$ cat src/rtl/ahb_pkg.sv
// ----------------------------------------------------------------------------
// ahb_pkg
// Shared types and constants for the OBI-to-AHB master bridge.
//   ahb_mst_state_e : bus-side FSM states
//   obi_req_t       : one OBI request as presented by the core
//   addr_in_range() : true when the OBI address fits in the AHB address width
// ----------------------------------------------------------------------------
package ahb_pkg;

    localparam int AHB_DATA_W = 32;
    localparam int OBI_ADDR_W = 32;

    typedef enum logic [1:0] {
        IDLE,
        BUSREQ,
        ADDR,
        DATA
    } ahb_mst_state_e;

    typedef struct packed {
        logic [OBI_ADDR_W-1:0] addr;
        logic                  we;
        logic [AHB_DATA_W-1:0] wdata;
    } obi_req_t;

    // Every address bit at or above the AHB address width must be zero.
    function automatic logic addr_in_range(input logic [OBI_ADDR_W-1:0] a,
                                           input int                    aw);
        if (aw >= OBI_ADDR_W) begin
            return 1'b1;
        end
        return ((a >> aw) == '0);
    endfunction

endpackage

$ cat src/rtl/obi_req_buf.sv
// ----------------------------------------------------------------------------
// obi_req_buf
// One-entry holding register between the OBI request channel and the AHB
// FSM. Requests whose address does not fit in ADDR_WIDTH are accepted but
// never stored; bad_o flags them so the top can answer with an error.
//
// Ports
//   clk_i, rst_i     clock, asynchronous active-high reset
//   req_i, req_pl_i  OBI request strobe and payload {addr, we, wdata}
//   free_i           the stored transfer completes (or times out) this cycle
//   gnt_o            request accepted this cycle (combinational)
//   accept_o         accepted request is in range and will be stored
//   bad_o            accepted request is out of range
//   valid_o          entry holds a pending transfer
//   nxt_addr_o/we_o  entry contents as they will be after this clock edge
//   wdata_o          write data of the current entry
// ----------------------------------------------------------------------------
module obi_req_buf
    import ahb_pkg::*;
#(
    parameter int ADDR_WIDTH = 16
) (
    input  logic                  clk_i,
    input  logic                  rst_i,
    input  logic                  req_i,
    input  obi_req_t              req_pl_i,
    input  logic                  free_i,
    output logic                  gnt_o,
    output logic                  accept_o,
    output logic                  bad_o,
    output logic                  valid_o,
    output logic [ADDR_WIDTH-1:0] nxt_addr_o,
    output logic                  nxt_we_o,
    output logic [AHB_DATA_W-1:0] wdata_o
);

    logic                  addr_ok;
    logic                  valid_q, valid_d;
    logic [ADDR_WIDTH-1:0] addr_q, addr_d;
    logic                  we_q, we_d;
    logic [AHB_DATA_W-1:0] wdata_q, wdata_d;

    assign addr_ok = addr_in_range(req_pl_i.addr, ADDR_WIDTH);

    // An out-of-range request may only be taken while the entry is truly
    // empty: its error answer is due next cycle and must not collide with
    // the answer of a transfer completing in the same cycle.
    always_comb begin
        gnt_o    = req_i & (~valid_q | (free_i & addr_ok));
        accept_o = gnt_o & addr_ok;
        bad_o    = gnt_o & ~addr_ok;
        valid_d  = valid_q;
        addr_d   = addr_q;
        we_d     = we_q;
        wdata_d  = wdata_q;
        if (free_i) begin
            valid_d = 1'b0;
        end
        if (accept_o) begin
            valid_d = 1'b1;
            addr_d  = req_pl_i.addr[ADDR_WIDTH-1:0];
            we_d    = req_pl_i.we;
            wdata_d = req_pl_i.wdata;
        end
    end

    always_ff @(posedge clk_i or posedge rst_i) begin
        if (rst_i) begin
            valid_q <= 1'b0;
            addr_q  <= '0;
            we_q    <= 1'b0;
            wdata_q <= '0;
        end else begin
            valid_q <= valid_d;
            addr_q  <= addr_d;
            we_q    <= we_d;
            wdata_q <= wdata_d;
        end
    end

    assign valid_o    = valid_q;
    assign nxt_addr_o = addr_d;
    assign nxt_we_o   = we_d;
    assign wdata_o    = wdata_q;

endmodule

$ cat src/rtl/obi_ahb_master.sv
// ----------------------------------------------------------------------------
// obi_ahb_master
// Bridges one cv32e40p OBI port onto an AHB master slot. A request is held in
// a one-entry buffer, the bus is requested via HBUSREQ/HGRANT, one address
// phase and one data phase are run, and the result is returned on OBI as a
// single-cycle rvalid_o pulse. All outputs except gnt_o are registered.
//
// Ports
//   HCLK, HRESET              clock, asynchronous active-high reset
//   req_i/gnt_o               OBI request handshake (gnt_o combinational)
//   addr_i, we_i, wdata_i     OBI request payload
//   rvalid_o, rdata_o, err_o  OBI response
//   HBUSREQ, HLOCK, HGRANT    AHB arbitration
//   HADDR, HWRITE, HWDATA     AHB address / data phase outputs
//   HRDATA, HREADY            AHB read data and transfer-done
// ----------------------------------------------------------------------------
module obi_ahb_master
    import ahb_pkg::*;
#(
    parameter int ADDR_WIDTH  = 16,
    parameter int TIMEOUT_CYC = 255,
    parameter bit LOCK_BURST  = 1'b1
) (
    input  logic                  HCLK,
    input  logic                  HRESET,
    input  logic                  req_i,
    output logic                  gnt_o,
    input  logic [31:0]           addr_i,
    input  logic                  we_i,
    input  logic [31:0]           wdata_i,
    output logic                  rvalid_o,
    output logic [31:0]           rdata_o,
    output logic                  err_o,
    output logic                  HBUSREQ,
    output logic                  HLOCK,
    input  logic                  HGRANT,
    output logic [ADDR_WIDTH-1:0] HADDR,
    output logic                  HWRITE,
    output logic [31:0]           HWDATA,
    input  logic [31:0]           HRDATA,
    input  logic                  HREADY
);

    // The counter only has to reach TIMEOUT_CYC-1; the next stalled cycle
    // is the one that fires the timeout.
    localparam bit TO_EN = (TIMEOUT_CYC != 0);
    localparam int TO_W  = (TIMEOUT_CYC > 1) ? $clog2(TIMEOUT_CYC) : 1;
    localparam logic [TO_W-1:0] TO_LAST =
        TO_W'((TIMEOUT_CYC > 0) ? TIMEOUT_CYC - 1 : 0);

    ahb_mst_state_e        state_q, state_d;
    logic                  hbusreq_q, hbusreq_d;
    logic                  hlock_q, hlock_d;
    logic [ADDR_WIDTH-1:0] haddr_q, haddr_d;
    logic                  hwrite_q, hwrite_d;
    logic [31:0]           hwdata_q, hwdata_d;
    logic                  rvalid_q, rvalid_d;
    logic [31:0]           rdata_q, rdata_d;
    logic                  err_q, err_d;
    logic [TO_W-1:0]       cnt_q, cnt_d;

    obi_req_t              req_pl;
    logic                  buf_accept, buf_bad, buf_valid;
    logic [ADDR_WIDTH-1:0] buf_nxt_addr;
    logic                  buf_nxt_we;
    logic [31:0]           buf_wdata;
    logic                  complete, timeout_hit, buf_free;

    assign req_pl = '{addr: addr_i, we: we_i, wdata: wdata_i};

    obi_req_buf #(
        .ADDR_WIDTH (ADDR_WIDTH)
    ) u_req_buf (
        .clk_i      (HCLK),
        .rst_i      (HRESET),
        .req_i      (req_i),
        .req_pl_i   (req_pl),
        .free_i     (buf_free),
        .gnt_o      (gnt_o),
        .accept_o   (buf_accept),
        .bad_o      (buf_bad),
        .valid_o    (buf_valid),
        .nxt_addr_o (buf_nxt_addr),
        .nxt_we_o   (buf_nxt_we),
        .wdata_o    (buf_wdata)
    );

    assign complete    = (state_q == DATA) & HREADY;
    assign timeout_hit = TO_EN & (state_q == DATA) & ~HREADY & (cnt_q == TO_LAST);
    assign buf_free    = complete | timeout_hit;

    // Next state. IDLE also reacts to a request being accepted this very
    // cycle so that bus request starts one cycle after the OBI grant.
    always_comb begin
        state_d = state_q;
        unique case (state_q)
            IDLE: begin
                if (buf_valid | buf_accept) begin
                    state_d = BUSREQ;
                end
            end
            BUSREQ: begin
                if (HGRANT) begin
                    state_d = ADDR;
                end
            end
            ADDR: begin
                state_d = HGRANT ? DATA : BUSREQ;
            end
            DATA: begin
                if (timeout_hit) begin
                    state_d = IDLE;
                end else if (complete) begin
                    if (buf_accept & HGRANT & LOCK_BURST) begin
                        state_d = ADDR;
                    end else if (buf_accept) begin
                        state_d = BUSREQ;
                    end else begin
                        state_d = IDLE;
                    end
                end
            end
            default: state_d = IDLE;
        endcase
    end

    // Registered bus outputs are derived from the state being entered, so
    // they line up with the state register rather than lagging it.
    always_comb begin
        hbusreq_d = (state_d != IDLE);
        hlock_d   = hbusreq_d & LOCK_BURST;
        haddr_d   = '0;
        hwrite_d  = 1'b0;
        hwdata_d  = '0;
        if (state_d == ADDR) begin
            haddr_d  = buf_nxt_addr;
            hwrite_d = buf_nxt_we;
        end else if (state_d == DATA) begin
            haddr_d  = haddr_q;
            hwrite_d = hwrite_q;
            hwdata_d = (state_q == DATA) ? hwdata_q : buf_wdata;
        end
    end

    // OBI response and data-phase stall counter.
    always_comb begin
        rvalid_d = complete | timeout_hit | buf_bad;
        err_d    = timeout_hit | buf_bad;
        rdata_d  = rdata_q;
        if (complete & ~hwrite_q) begin
            rdata_d = HRDATA;
        end else if (rvalid_d) begin
            rdata_d = '0;
        end

        cnt_d = cnt_q;
        if (state_q != DATA) begin
            cnt_d = '0;
        end else if (~HREADY) begin
            cnt_d = cnt_q + TO_W'(1);
        end
    end

    always_ff @(posedge HCLK or posedge HRESET) begin
        if (HRESET) begin
            state_q   <= IDLE;
            hbusreq_q <= 1'b0;
            hlock_q   <= 1'b0;
            haddr_q   <= '0;
            hwrite_q  <= 1'b0;
            hwdata_q  <= '0;
            rvalid_q  <= 1'b0;
            rdata_q   <= '0;
            err_q     <= 1'b0;
            cnt_q     <= '0;
        end else begin
            state_q   <= state_d;
            hbusreq_q <= hbusreq_d;
            hlock_q   <= hlock_d;
            haddr_q   <= haddr_d;
            hwrite_q  <= hwrite_d;
            hwdata_q  <= hwdata_d;
            rvalid_q  <= rvalid_d;
            rdata_q   <= rdata_d;
            err_q     <= err_d;
            cnt_q     <= cnt_d;
        end
    end

    assign HBUSREQ  = hbusreq_q;
    assign HLOCK    = hlock_q;
    assign HADDR    = haddr_q;
    assign HWRITE   = hwrite_q;
    assign HWDATA   = hwdata_q;
    assign rvalid_o = rvalid_q;
    assign rdata_o  = rdata_q;
    assign err_o    = err_q;

endmodule

$ cat config.mk
export PLATFORM = sky130hd
export DESIGN_NAME = obi_ahb_master
export DESIGN_NICKNAME = d
export VERILOG_FILES = /design/src/rtl/ahb_pkg.sv /design/src/rtl/obi_req_buf.sv /design/src/rtl/obi_ahb_master.sv
export SDC_FILE = /design/constraint.sdc
export NUM_CORES = 1
export LEC_CHECK = 0
export CORE_MARGIN = 2
export CORE_UTILIZATION = 45
export DETAILED_ROUTE_END_ITERATION = 10
export GPL_ROUTABILITY_DRIVEN = 1
export PLACE_DENSITY = 0.85
export RECOVER_POWER = 50
export SYNTH_ARGS = -nofsm -noshare
export SYNTH_HDL_FRONTEND = slang
export SYNTH_SLANG_ARGS = --single-unit
export TNS_END_PERCENT = 5
$ cat constraint.sdc
create_clock -name HCLK -period 7.56 [get_ports HCLK]
set_clock_uncertainty 0.1 [all_clocks]
set_input_delay 2.268 -clock HCLK [delete_from_list [all_inputs] [get_ports HCLK]]
set_output_delay 2.268 -clock HCLK [all_outputs]
set_load 0.05 [all_outputs]
Word level (Yosys, flattened, before mapping)
Cells that the tools add are included.
Operators by class
  add/sub/neg operators: 1
  equal/unequal tests: 10
  multiplexer cells: 23
  bitwise logic cells: 18
  reduce and logical (&&, ||, !) cells: 5
Operators by type and width (number)
  $mux 32: 5
  $mux 16: 3
  $logic_not 32->1: 1
  $mux 8: 2
  $mux 2: 6
  $and 1x1->1: 9
  $add 8x1->8 const B: 1
  $eq 2x2->1 const B: 4
  $eq 8x8->1 const B: 1
  $pmux 2 s4: 1
  $mux 1: 6
  $reduce_bool 2->1: 3
  $or 1x1->1: 5
  $ne 2x2->1 const B: 2
  $not 1->1: 4
  $ne 3x3->1 const B: 1
  $eq 2x1->1 const B: 1
  $logic_not 2->1: 1
  $ne 2x1->1 const B: 1
Word-level totals
  register bits after elaboration: 144
  bits of input ports: 102
  output and inout port bits: 86
  logic and storage cells: 70

Longest topological paths before layout
Gate-level depths: netlist (run 1).
  depth after elaboration: 16
  gate-level depth with buffers: 9

Modules after synthesis
A second synthesis (run 1) with hierarchy kept.
Unflattened totals
  cell total of the unflattened synthesis: 473
  area total of the unflattened synthesis: 5774.3 um2
By module, submodules not included
  obi_ahb_master: instances 1, cells an instance 357, area an instance 3802.4 um2, seq. area each 2352.3 um2
  obi_req_buf: instances 1, cells an instance 116, area an instance 1971.9 um2, seq. area each 1251.2 um2

Least setup slack after synthesis (run 1)
OpenSTA, ideal clock, no wires.
  kind: input to output
  start point: in addr_i[30]
  end point: out gnt_o
  data arrival time: 4025 ps
  slack: 1167 ps
  stages: 5
  cells stage by stage: nor4_1 and4_1 buf_2 nand2_1 a21boi_0
Between the ends
  longest elaborated chain between the ends: 4
Ends and longest elaborated chain
  start: declaration: line obi_ahb_master.sv:28  | input logic [31:0] addr_i,
  $logic_not 32->1: line ahb_pkg.sv:32  | return ((a >> aw) == '0);
  $and 1x1->1: line obi_req_buf.sv:49  | gnt_o = req_i & (~valid_q | (free_i & addr_ok));
  $or 1x1->1: line obi_req_buf.sv:49
  $and 1x1->1: line obi_req_buf.sv:49
  end: declaration: line obi_ahb_master.sv:27  | output logic gnt_o,
No other way between the ends.

Worst setup path after layout (run 1)
  start point: in addr_i[29]
  end point: out gnt_o
The elaborated chain is that of the path after synthesis.

==> out/qor.csv, run 1 <==
metric,value,unit
drt_iter0_drc,332,
p_sw_share,39.7,%
synth_seq_area_share,62.4,%
wl_met3,962,um
place_ws,0.798,ns
coreArea,12600,um2
pwr-share-seq,33.6,%
cts_sinks,144,
n_antenna_cell,0,
grt_max_degree,96,
grtUsageTotal,21.0,%
final_nets,761,
yosys_warnings,0,
p_int,1.75,mW
rows,41,
ys_ff_latch,144,
grt_overflow,0,
cp.required,5.19,ns
insertion_delay,0.42,ns
syn_inst,478,
grt_antenna_before_repair,0,
clock-root-buffer,clkbuf_16,
worstPathMaxFanout,5,
final.min_clock_period,6.88,ns
synth.avg_cell_area,12.1,um2
cts_htree_levels,4,
chipHeight,117,um
initial_core_util,45.9,%
grt_pass1_vias,4423,
fillers,924,
max_cap_violations,1,
setup_violations,0,
hold_buffers,0,
status,finished with violations,
min_from,u_req_buf.addr_q[7],
drive_gt1_share,12.4,%
post-route-drc-count,0,
r2r_end,HADDR[10],
drt_pass1_iterations,5,
placed_cell_area,7760,um2
utilization,66.3,%
cts.reportedPaths.clkPinSlew,0.06,ns
slew_violations,96,
setup.worst_path.end_class,primary output,
viasPerCell,5.11,
cts_setup_buffers,0,
io_buffers,187,
fin_cells,842,
irDropWorstVdd,0.316,mV
critPathKind,in -> out,
rsz0062_at_grt,no,
wl_met2,7.00,mm
gp_congestion,0.777,
hp-class,reg -> reg,
power.density,349,nW/um2
reg2reg_slack,4.53,ns
wl_per_cell,16.8,um
top_layer,met4,
place_inst,810,
ctsResizeCount,0,
pwr-share-comb,38.0,%
area_delta_synth_final,44.4,%
cts_buffer_depth,2,
post-route-period-util,91.0,%
layout_setup_ws,0.682,ns
clockPowerShare,28.4,%
whs_path_depth,2,
worst_pin_slew,3.51,ns
dieArea,13800,um2
violations,"max-capacitance violations, max-slew violations",
wirelength,14.2,mm
hold_violations,0,
holdPathEnd,u_req_buf.addr_q[7],
vias,4302,
slew_headroom,-134,%
numCtsBuffers,17,
dieWidth,117,um
start_kind,primary input,
leakage,3.97,nW
grt_pass1_wl,21.9,mm
synth_area,5770,um2
ant_nets,0,
yosysUniqueCellTypes,40,
r2r_start,cnt_q[0],
synth_nets,582,
io_pins,188,
cp.arrival,4.51,ns
hpwl,9.59,mm
timing.fmax,145,MHz
fin_setup_tns,0,ns
reg2reg_depth,7,
switching_power,1.15,mW
cts_tree,built,
post-route-cell-area,8340,um2
drt-met1-wl,5.99,mm
[cell families after synthesis]
kind of cell / Yosys count / share of synthesized area [%]
AOI/OAI and AO/OA: 93 / 12.8
xor gates and xnor gates: 7 / 1.06
buffers and inverters: 56 / 4.29
DFF: 144 / 62.4
adders and majority gates: 2 / 0.433
and+or+nand+nor: 125 / 9.45
muxes: 51 / 9.56
[layout by cell type, fill, tap and decap left out, types with 17 or more instances in the layout]
| master | instances |
|---|---|
| nor2_1 | 27 |
| nand2_1 | 75 |
| clkdlybuf4s50_1 | 152 |
| dfrtp_1 | 144 |
| dlygate4sd3_1 | 35 |
| a22o_1 | 32 |
| mux2_2 | 33 |
| inv_1 | 23 |
| mux2i_1 | 18 |
| clkbuf_16 | 17 |
| a21oi_1 | 34 |
[stage by stage]
stage	hold WS [ns]	power (mW)
after global placement	0.362	2.09
after detailed placement	0.373	2.11
after CTS	0.390	2.94
after global routing	0.415	3.03
after floorplan	0.351	1.73
final	0.389	2.91
[routing by layer]
layer / track usage, % / vias to the layer above
li1: - / 2020
met1: 26.2 / 2106
met2: 33.6 / 150
met3: 8.24 / 26
met4: 6.90 / 0
met5: 0 / -
[state kept, by name, indices dropped and copies added (netlist names), 2 cells and up]
register and flops:
state_q 2, rdata_o 32, u_req_buf.addr_q 16, HWDATA 32, cnt_q 8, u_req_buf.wdata_o 32
HADDR 16
[critical path, cell delays in order]
cell,delay (ns)
dlygate4sd3_1,0.53
nor4_1,0.28
and4_1,0.36
nand2_1,0.07
a21boi_0,0.17
clkdlybuf4s50_1,0.82
[how the worst max path moves through the flow]
| stage | to | cells after the start | start | slack (ns) |
|---|---|---|---|---|
| detailed placement | gnt_o | 6 | addr_i[29] | 0.80 |
| finish | gnt_o | 6 | addr_i[29] | 0.68 |
| global placement | gnt_o | 6 | addr_i[22] | 0.86 |
| CTS | gnt_o | 6 | addr_i[29] | 0.79 |
| floorplan | gnt_o | 5 | addr_i[30] | 1.17 |
| global route | gnt_o | 6 | addr_i[29] | 0.49 |
[layout make-up]
| cell class | instances | area [um2] | share of cell area (%) |
|---|---|---|---|
| Clock inverter | 13 | 135 | 1.62 |
| Timing Repair Buffer | 193 | 1910 | 22.9 |
| Inverter | 23 | 86.3 | 1.04 |
| Tap cell | 172 | 215 | 2.58 |
| Sequential cell | 144 | 3600 | 43.2 |
| Clock buffer | 19 | 453 | 5.43 |
| Multi-Input combinational cell | 278 | 1930 | 23.2 |
[power groups by stage]
stage / registers [mW] / clock network (mW) / logic (mW)
after global placement: 0.982 / 0 / 1.10
after CTS: 0.977 / 0.840 / 1.13
after detailed placement: 0.983 / 0 / 1.12
after global routing: 0.990 / 0.874 / 1.16
final: 0.976 / 0.824 / 1.10
after floorplan: 1.36 / 0 / 0.373
[Yosys cell counts]
cell / count / area, um2
dfrtp_1: 144 / 3600
clkbuf_1: 16 / 60.1
or3b_1: 1 / 8.76
a21o_1: 1 / 7.51
nand4_1: 1 / 6.26
and2_1: 1 / 6.26
buf_6: 1 / 11.3
nor3b_1: 1 / 7.51
mux2i_1: 18 / 180
a41oi_2: 1 / 16.3
xor2_1: 5 / 43.8
a31oi_1: 1 / 6.26
a22o_1: 32 / 280
mux2_2: 33 / 372
nor4_1: 4 / 25.0
nor2b_1: 3 / 18.8
or3_1: 1 / 6.26
buf_2: 12 / 60.1
o22a_1: 1 / 8.76
and4_1: 2 / 17.5
buf_4: 4 / 30.0
nor2_1: 27 / 101
a221oi_1: 9 / 78.8
o41ai_1: 1 / 8.76
o21ai_1: 1 / 5.00
nor3_1: 1 / 5.00
o21ai_0: 1 / 5.00
xnor2_1: 2 / 17.5
nand4_4: 1 / 21.3
ha_1: 2 / 25.0
nand3_1: 5 / 25.0
o31a_1: 1 / 8.76
a21oi_1: 34 / 170
a21boi_0: 1 / 7.51
inv_1: 23 / 86.3
a21oi_4: 1 / 16.3
nand4b_1: 1 / 8.76
a221oi_2: 8 / 120
nand2b_1: 1 / 6.26
nand2_1: 75 / 282
Note: power is estimated with default switching activity, not from simulation.
==> run 2: changes to the inputs <==
--- a/config.mk
+++ b/config.mk
@@ -9,8 +9,10 @@
 export CORE_UTILIZATION = 45
 export DETAILED_ROUTE_END_ITERATION = 10
 export GPL_ROUTABILITY_DRIVEN = 1
+export HOLD_SLACK_MARGIN = 0.15
 export PLACE_DENSITY = 0.85
 export RECOVER_POWER = 50
+export SKIP_LAST_GASP = 1
 export SYNTH_ARGS = -nofsm -noshare
 export SYNTH_HDL_FRONTEND = slang
 export SYNTH_SLANG_ARGS = --single-unit
==> results of run 2 <==
No change in the layout: final DEF, timing and power equal those of run 1.
